File: src/rtl/biquad_seq_pkg.sv
// Shared constants for the biquad sequencer: word format, state encoding and mux select codes.
package biquad_seq_pkg;
  localparam int BQ_N = 24;
  localparam int BQ_F = 14;

  typedef enum logic [2:0] {IDLE, M1, M2, LDF, M3, M4, M5, UPD} state_t;

  // coefficient (S) selects
  localparam logic [2:0] SEL_CERO  = 3'b000;
  localparam logic [2:0] SEL_AUNO  = 3'b001;
  localparam logic [2:0] SEL_ADOS  = 3'b010;
  localparam logic [2:0] SEL_BCERO = 3'b011;
  localparam logic [2:0] SEL_BUNO  = 3'b100;
  localparam logic [2:0] SEL_BDOS  = 3'b101;
  // state operand (C) selects
  localparam logic [1:0] SEL_C_CERO = 2'b00;
  localparam logic [1:0] SEL_FK1    = 2'b01;
  localparam logic [1:0] SEL_FK2    = 2'b10;
  localparam logic [1:0] SEL_FK     = 2'b11;
  // addend (Z) selects
  localparam logic [2:0] SEL_Z_CERO = 3'b000;
  localparam logic [2:0] SEL_UK     = 3'b001;
  localparam logic [2:0] SEL_ACUM1  = 3'b011;
  localparam logic [2:0] SEL_ACUM3  = 3'b101;

  typedef struct packed {
    logic [2:0] s;
    logic [1:0] c;
    logic [2:0] z;
  } sel_t;

  function automatic sel_t sel_of(input state_t st);
    sel_t r;
    r = '{s: SEL_CERO, c: SEL_C_CERO, z: SEL_Z_CERO};
    case (st)
      M1:      r = '{s: SEL_AUNO,  c: SEL_FK1,    z: SEL_UK};
      M2:      r = '{s: SEL_ADOS,  c: SEL_FK2,    z: SEL_ACUM1};
      M3:      r = '{s: SEL_BCERO, c: SEL_FK,     z: SEL_Z_CERO};
      M4:      r = '{s: SEL_BUNO,  c: SEL_FK1,    z: SEL_ACUM3};
      M5:      r = '{s: SEL_BDOS,  c: SEL_FK2,    z: SEL_ACUM1};
      default: r = '{s: SEL_CERO,  c: SEL_C_CERO, z: SEL_Z_CERO};
    endcase
    return r;
  endfunction
endpackage

File: src/rtl/biquad_mac.sv
// Combinational MAC: r = ((s*c) >>> F) + z, reduced to N bits.
// BIQUAD_SAT_EN selects clamping; otherwise the result wraps.
module biquad_mac import biquad_seq_pkg::*; #(
  parameter int N = BQ_N,
  parameter int F = BQ_F
) (
  input  logic signed [N-1:0] s,
  input  logic signed [N-1:0] c,
  input  logic signed [N-1:0] z,
  output logic signed [N-1:0] r
);
  logic signed [2*N-1:0] se, ce, ze, p, ps, sum;

  assign se  = {{N{s[N-1]}}, s};
  assign ce  = {{N{c[N-1]}}, c};
  assign ze  = {{N{z[N-1]}}, z};
  assign p   = se * ce;
  assign ps  = p >>> F;
  assign sum = ps + ze;

`ifdef BIQUAD_SAT_EN
  localparam logic signed [2*N-1:0] MAXV = {{(N+1){1'b0}}, {(N-1){1'b1}}};
  localparam logic signed [2*N-1:0] MINV = {{(N+1){1'b1}}, {(N-1){1'b0}}};

  always_comb begin
    if (sum > MAXV)      r = MAXV[N-1:0];
    else if (sum < MINV) r = MINV[N-1:0];
    else                 r = sum[N-1:0];
  end
`else
  logic unused_hi;
  assign unused_hi = ^sum[2*N-1:N];
  assign r = sum[N-1:0];
`endif
endmodule

File: src/rtl/biquad_seq.sv
// Biquad section sequencer: steps the external mux through the MAC schedule and holds
// the delay line, partial sums and output. Saturation option: BIQUAD_SAT_EN (in biquad_mac).
module biquad_seq import biquad_seq_pkg::*; #(
  parameter int N = BQ_N,
  parameter int F = BQ_F
) (
  input  logic                clk,
  input  logic                reset,
  input  logic                start,
  input  logic signed [N-1:0] x_in,
  input  logic signed [N-1:0] muxS,
  input  logic signed [N-1:0] muxC,
  input  logic signed [N-1:0] muxZ,
  output logic [2:0]          controlS,
  output logic [2:0]          controlZ,
  output logic [1:0]          controlC,
  output logic signed [N-1:0] fk,
  output logic signed [N-1:0] fk1,
  output logic signed [N-1:0] fk2,
  output logic signed [N-1:0] yk,
  output logic signed [N-1:0] Uk,
  output logic signed [N-1:0] acum1,
  output logic signed [N-1:0] acum2,
  output logic signed [N-1:0] acum3,
  output logic                busy,
  output logic                done
);
  state_t st;
  sel_t sel;
  logic signed [N-1:0] r;

  assign sel      = sel_of(st);
  assign controlS = sel.s;
  assign controlC = sel.c;
  assign controlZ = sel.z;
  assign busy     = (st != IDLE);

  biquad_mac #(.N(N), .F(F)) u_mac (.s(muxS), .c(muxC), .z(muxZ), .r(r));

  always_ff @(posedge clk or posedge reset) begin
    if (reset) begin
      st    <= IDLE;
      done  <= 1'b0;
      Uk    <= '0;
      fk    <= '0;
      fk1   <= '0;
      fk2   <= '0;
      yk    <= '0;
      acum1 <= '0;
      acum2 <= '0;
      acum3 <= '0;
    end else begin
      done <= 1'b0;
      case (st)
        IDLE: if (start) begin
          Uk <= x_in;
          st <= M1;
        end
        M1:  begin acum1 <= r;     st <= M2;  end
        M2:  begin acum2 <= r;     st <= LDF; end
        LDF: begin fk    <= acum2; st <= M3;  end
        M3:  begin acum3 <= r;     st <= M4;  end
        M4:  begin acum1 <= r;     st <= M5;  end
        M5:  begin acum2 <= r;     st <= UPD; end
        UPD: begin
          // delay line shifts only once both the recursion and the output are done
          yk   <= acum2;
          fk2  <= fk1;
          fk1  <= fk;
          done <= 1'b1;
          st   <= IDLE;
        end
        default: st <= IDLE;
      endcase
    end
  end
endmodule

File: config.mk
export PLATFORM = sky130hd
export DESIGN_NAME = biquad_seq
export DESIGN_NICKNAME = d
export VERILOG_FILES = /design/src/rtl/biquad_seq_pkg.sv /design/src/rtl/biquad_mac.sv /design/src/rtl/biquad_seq.sv
export SDC_FILE = /design/constraint.sdc
export NUM_CORES = 2
export LEC_CHECK = 0
export CAP_MARGIN = 20
export CORE_ASPECT_RATIO = 1.2
export CORE_MARGIN = 2
export CORE_UTILIZATION = 59
export DETAILED_ROUTE_END_ITERATION = 12
export GPL_TIMING_DRIVEN = 1
export PLACE_DENSITY = 0.83
export SYNTH_ARGS = -nofsm -noshare
export SYNTH_HDL_FRONTEND = slang
export SYNTH_SLANG_ARGS = --single-unit
export TNS_END_PERCENT = 50
File: constraint.sdc
create_clock -name clk -period 8.5 [get_ports clk]
set_input_delay 0.85 -clock clk [delete_from_list [all_inputs] [get_ports clk]]
set_output_delay 0.85 -clock clk [all_outputs]
set_load 0.01 [all_outputs]
== After elaboration in Yosys (flattened, before gate mapping) ==
Index checks and enable logic that the tools add are counted.
Word-level totals
  register bits: 196
  bits of input ports: 99
  output and inout bits: 202
  word-level logic and storage cells: 29
Cells by class
  $add $sub $neg: 1
  multiply operators: 1
  equality and inequality tests: 8
  multiplexer cells: 4
  reductions and logical operators: 5
Operators with widths (count)
  case mux 8 bit (5 select lines): 1
  multiplier 24 x 24 -> 38 bit: 1
  adder 24 bit: 1
  case mux 3 bit (8 select lines): 1
  == test 3 bit, second input constant: 4
  == test 3 x 2 -> 1 bit, second input constant: 2
  OR reduction 2 bit: 2
  == test 3 x 1 -> 1 bit, second input constant: 1
  logical NOT 3 bit: 1
  2-to-1 mux 3 bit: 1
  nonzero test 3 bit: 1
  inequality test 2 bit, second input constant: 1
  AND reduction 2 bit: 1
  2-to-1 mux 1 bit: 1

== Depth between registers and ports, before layout ==
  word-level depth: 2
  depth in mapped cells: 35
  gate-level depth less buffers: 34

== Hierarchy ==
Synthesis repeated with hierarchy kept, for this count alone.
Second synthesis, totals
  cells, all modules: 2468
  area total of the unflattened synthesis: 25856.0 sq um
Modules (own cells, without submodules)
  biquad_mac: instances 1, cells each 2034, area each 18375.1 sq um, seq. area each 0.0 sq um
  biquad_seq: instances 1, cells each 434, area each 7480.9 sq um, seq. area each 4904.7 sq um

== Worst setup path after synthesis ==
No wires, ideal clock.
  kind: input -> register
  from: in muxS[18]
  to: reg acum1[23]
  setup time: 0.077 ns
  arrival: 8.270 ns
  data required time: 8.423 ns
  setup slack: 0.153 ns
  stages on the path: 32
  buffers on the path: 3
  path through: clkbuf_1 > clkbuf_1 > nand2_1 > fa_1 > inv_1 > fa_1 > inv_1 > fa_1 > fa_1 > inv_1 > fa_1 > fa_1 > inv_1 > fa_1 > inv_1 > ha_1 > clkbuf_1 > nand4_1 > or3_1 > o21a_1 > o21a_1 > o21ai_2 > a21oi_1 > xnor2_1 > ha_1 > nand4_1 > a211oi_2 > o21ai_2 > a21oi_2 > a41oi_2 > xnor3_2 > o21ai_1
On the way
  word-level cells in the longest chain between the ends: 2
RTL lines
  from (decl): line biquad_seq.sv:11  | input logic signed [N-1:0] muxS,
  multiplier 24 x 24 -> 38 bit: line biquad_mac.sv:17  | assign p = se * ce;
  adder 24 bit: line biquad_mac.sv:19  | assign sum = ps + ze;
  to (signal assigned): line biquad_seq.sv:49  | acum1 <= '0;
  to (signal assigned): line biquad_seq.sv:59  | M1: begin acum1 <= r; st <= M2; end
  to (signal assigned): line biquad_seq.sv:63  | M4: begin acum1 <= r; st <= M5; end
  to (decl): line biquad_seq.sv:22  | output logic signed [N-1:0] acum1,
Every way passes these cells.
A chain may end at the register's enable or synchronous reset.

== Worst setup path after layout ==
  from: in muxC[0]
  to: reg acum1[22]
On the way
  word-level cells in the longest chain between the ends: 2
RTL lines
  from (decl): line biquad_seq.sv:12  | input logic signed [N-1:0] muxC,
  multiplier 24 x 24 -> 38 bit: line biquad_mac.sv:17
  adder 24 bit: line biquad_mac.sv:19
Every way passes these cells.

==> metrics <==
Detailed Route WL=77.1 mm; R2R Setup Slk=6440 ps; Yosys warning total=0; worst path bufs/invs=7; Peak Freq=0.120 GHz; CTS Buffer Depth=2; post-layout min period=8330 ps; Final Hold Vio Count=0; die footprint=45300 sq um; Yosys top cell area share=37.9%; synthesized instance count=2564; Hold Path Sink=acum1[4]; die width=195 um; Mapped Avg Cell Area=10.0 sq um; Hold Crit Depth=2; R2R depth=4; largest net degree at the start of global routing=107; dpl hpwl=62.4 mm; WL/cell=21.4 um; CTS Sinks=196; area occupied by multi-input gates=18700 sq um; Crit path top cell by count=fa_1; Final Util=75.7%; Reg-to-Reg End=fk[21]; prevailing post-synth register cell=dfrtp_1; number of buffers added on ports=300; vias in the first global route=21569; RR Startpoint=st[2]; Starting Density=59.9%; Cell Rows=83; CTS Buf Count=17; fillers=2845; first-pass GRT wire length=118 mm; final-stage net count=3771; Yosys reg bits=196; total track usage=34.2%; Core Footprint=42900 sq um; status=complete, no violations; CTS tree=done; relative slew slack=52.7%; Die Ht=233 um; clk slew on worst S/H paths=80 ps; Post-synth ARST share=100%; Worst-Skew Late Latency=450 ps; Critical Path Fanout Max=8; synth top area cells=fa_1 38%, dfrtp_1 19%, inv_1 7.7%, and2_1 7.1%, ha_1 7.0%; Slew Limit Fails=0; Seq/Total Area, Yosys=19.1%; syn nets=3293; Fin Clk Skew=11.0 ps; Setup Crit Path Kind=input port to flop; Arrival @ worst endpoint=8670 ps; drt first pass iters=8; clock root cell=clkbuf_16; DR iter-0 viols=1238; CP max stage cell=fa_2; Post-CTS Hold Fix Bufs=0; Least-Margin Pin Slew=709 ps; Top Ports=301; post-synthesis instance area=25700 sq um; crit-path max cell delay=610 ps; commonest non-fill, non-tap cell in the layout=inv_1; grt ovf=0; Worst EP required=8840 ps; library cells used by synthesis=55; number of routed nets with antenna violations=0; final worst path period share=98.0%; initial antenna violation count=7; number of max-cap violations=0; H-tree Lvls=4; GP Congestion=1.00; most frequent cells in the layout=526 x inv_1, 469 x fa_1, 311 x nand2_1, 286 x and2_1, 262 x clkdlybuf4s50_1; delay-heaviest family, CP=adder cells; via/cell ratio=5.49; Hold Path Class=flop to flop; DRC violations left=0; register area=4900 sq um; setup violators final=0; via count=19812; post-synth top area cell=fa_1; Post-synth EDFFs=0; share of cells above drive strength 1=17.5%; Layout area overhead=26.3%; crit start category=input port; Hold Startpoint=acum1[4]; Critical Path End Type=flop
-- stage by stage --
step                      std cells  instance area (sq um)  TNS [ps]  hold slack [ps]  worst slack [ps]
after floorplan                2564                  25700         0              516               153
after global placement         3555                  31200    -12310              460              -505
after detailed placement       3555                  31200    -21690              465              -812
after global routing           3610                  32500      -108              518             -52.2
after CTS                      3588                  31800     -38.0              494             -23.0
final                          3612                  32500         0              487               168
-- how the worst max path moves through the flow --
stage	startpoint	endpoint	slack [ps]	depth (start not counted)
after global routing	muxC[1]	acum1[22]	-50	34
after detailed placement	muxS[14]	acum3[23]	-810	30
after floorplan	muxS[18]	acum1[23]	150	32
after global placement	muxS[15]	acum2[23]	-510	31
after CTS	muxC[6]	acum1[21]	-20	31
final	muxC[0]	acum1[22]	170	30
-- final cells by class --
class                      count  area share, %
tap                          552           2.13
clock buffer                  17           1.31
clock inverter                15          0.493
sequential                   196           15.1
timing repair buffer         580           17.2
inverter                     530           6.15
antenna                        5         0.0385
multi-input combinational   1717           57.5
-- state kept, by name (all words and copies together) (netlist names), 3 cells and up --
| signal | flops |
|---|---|
| acum3 | 24 |
| fk1 | 24 |
| fk | 24 |
| yk | 24 |
| st | 3 |
| Uk | 24 |
| acum1 | 24 |
| fk2 | 24 |
| acum2 | 24 |
-- cell families after synthesis --
family                   after synthesis  synth area share (%)
AO/OA/AOI/OAI                        186                  4.62
XOR/XNOR                              74                  2.58
adder cells (fa/ha/maj)              630                  44.9
buffers and inverters                651                  9.51
flip-flops                           196                  19.1
multiplexers                         130                  5.67
AND/OR/NAND/NOR                      697                  13.7
-- timing repair --
item                       4_1_cts  5_1_grt
setup buffers                    1        9
gates cloned                     0        7
setup endpoints to repair       21       41
pin swaps                       15       62
resized for setup               24      126
-- cell usage after synthesis (3+ instances only) --
library cell and n:
a21oi_2 5, a21oi_1 35, or3_1 6, xnor2_1 52, a211oi_2 3, clkbuf_1 119, o31ai_1 3, o21ai_1 8
nor2_1 29, and2_1 292, inv_1 530, xor2_1 21, nand4_1 9, o21bai_1 6, nand2_1 311, nand2b_1 16
nor2b_1 12, o21a_1 10, o21ai_0 73, mux2_2 126, ha_1 143, a21o_1 15, a211oi_1 4, mux2i_1 4
o21ai_2 3, fa_1 487, nand3_1 10, dfrtp_1 196, nor3_1 5
-- routing by layer --
layer | vias to the layer above | GRT usage (%) | share of wire (%)
met5 | - | 0 | 0
met1 | 10081 | 40.8 | 36
li1 | 8612 | - | -
met3 | 226 | 5.07 | 7.5
met4 | 0 | 15.2 | 5.1
met2 | 893 | 61.8 | 51
-- worst reg2reg max path, cell delays in order, from the launching register on --
cell and delay, ps:
dfrtp_1 540, inv_1 180, nand3_1 480, buf_4 370
mux2_2 380
Power is not shown: default switching activity piles up to over one toggle a cycle in this logic, so the estimate is an artifact.
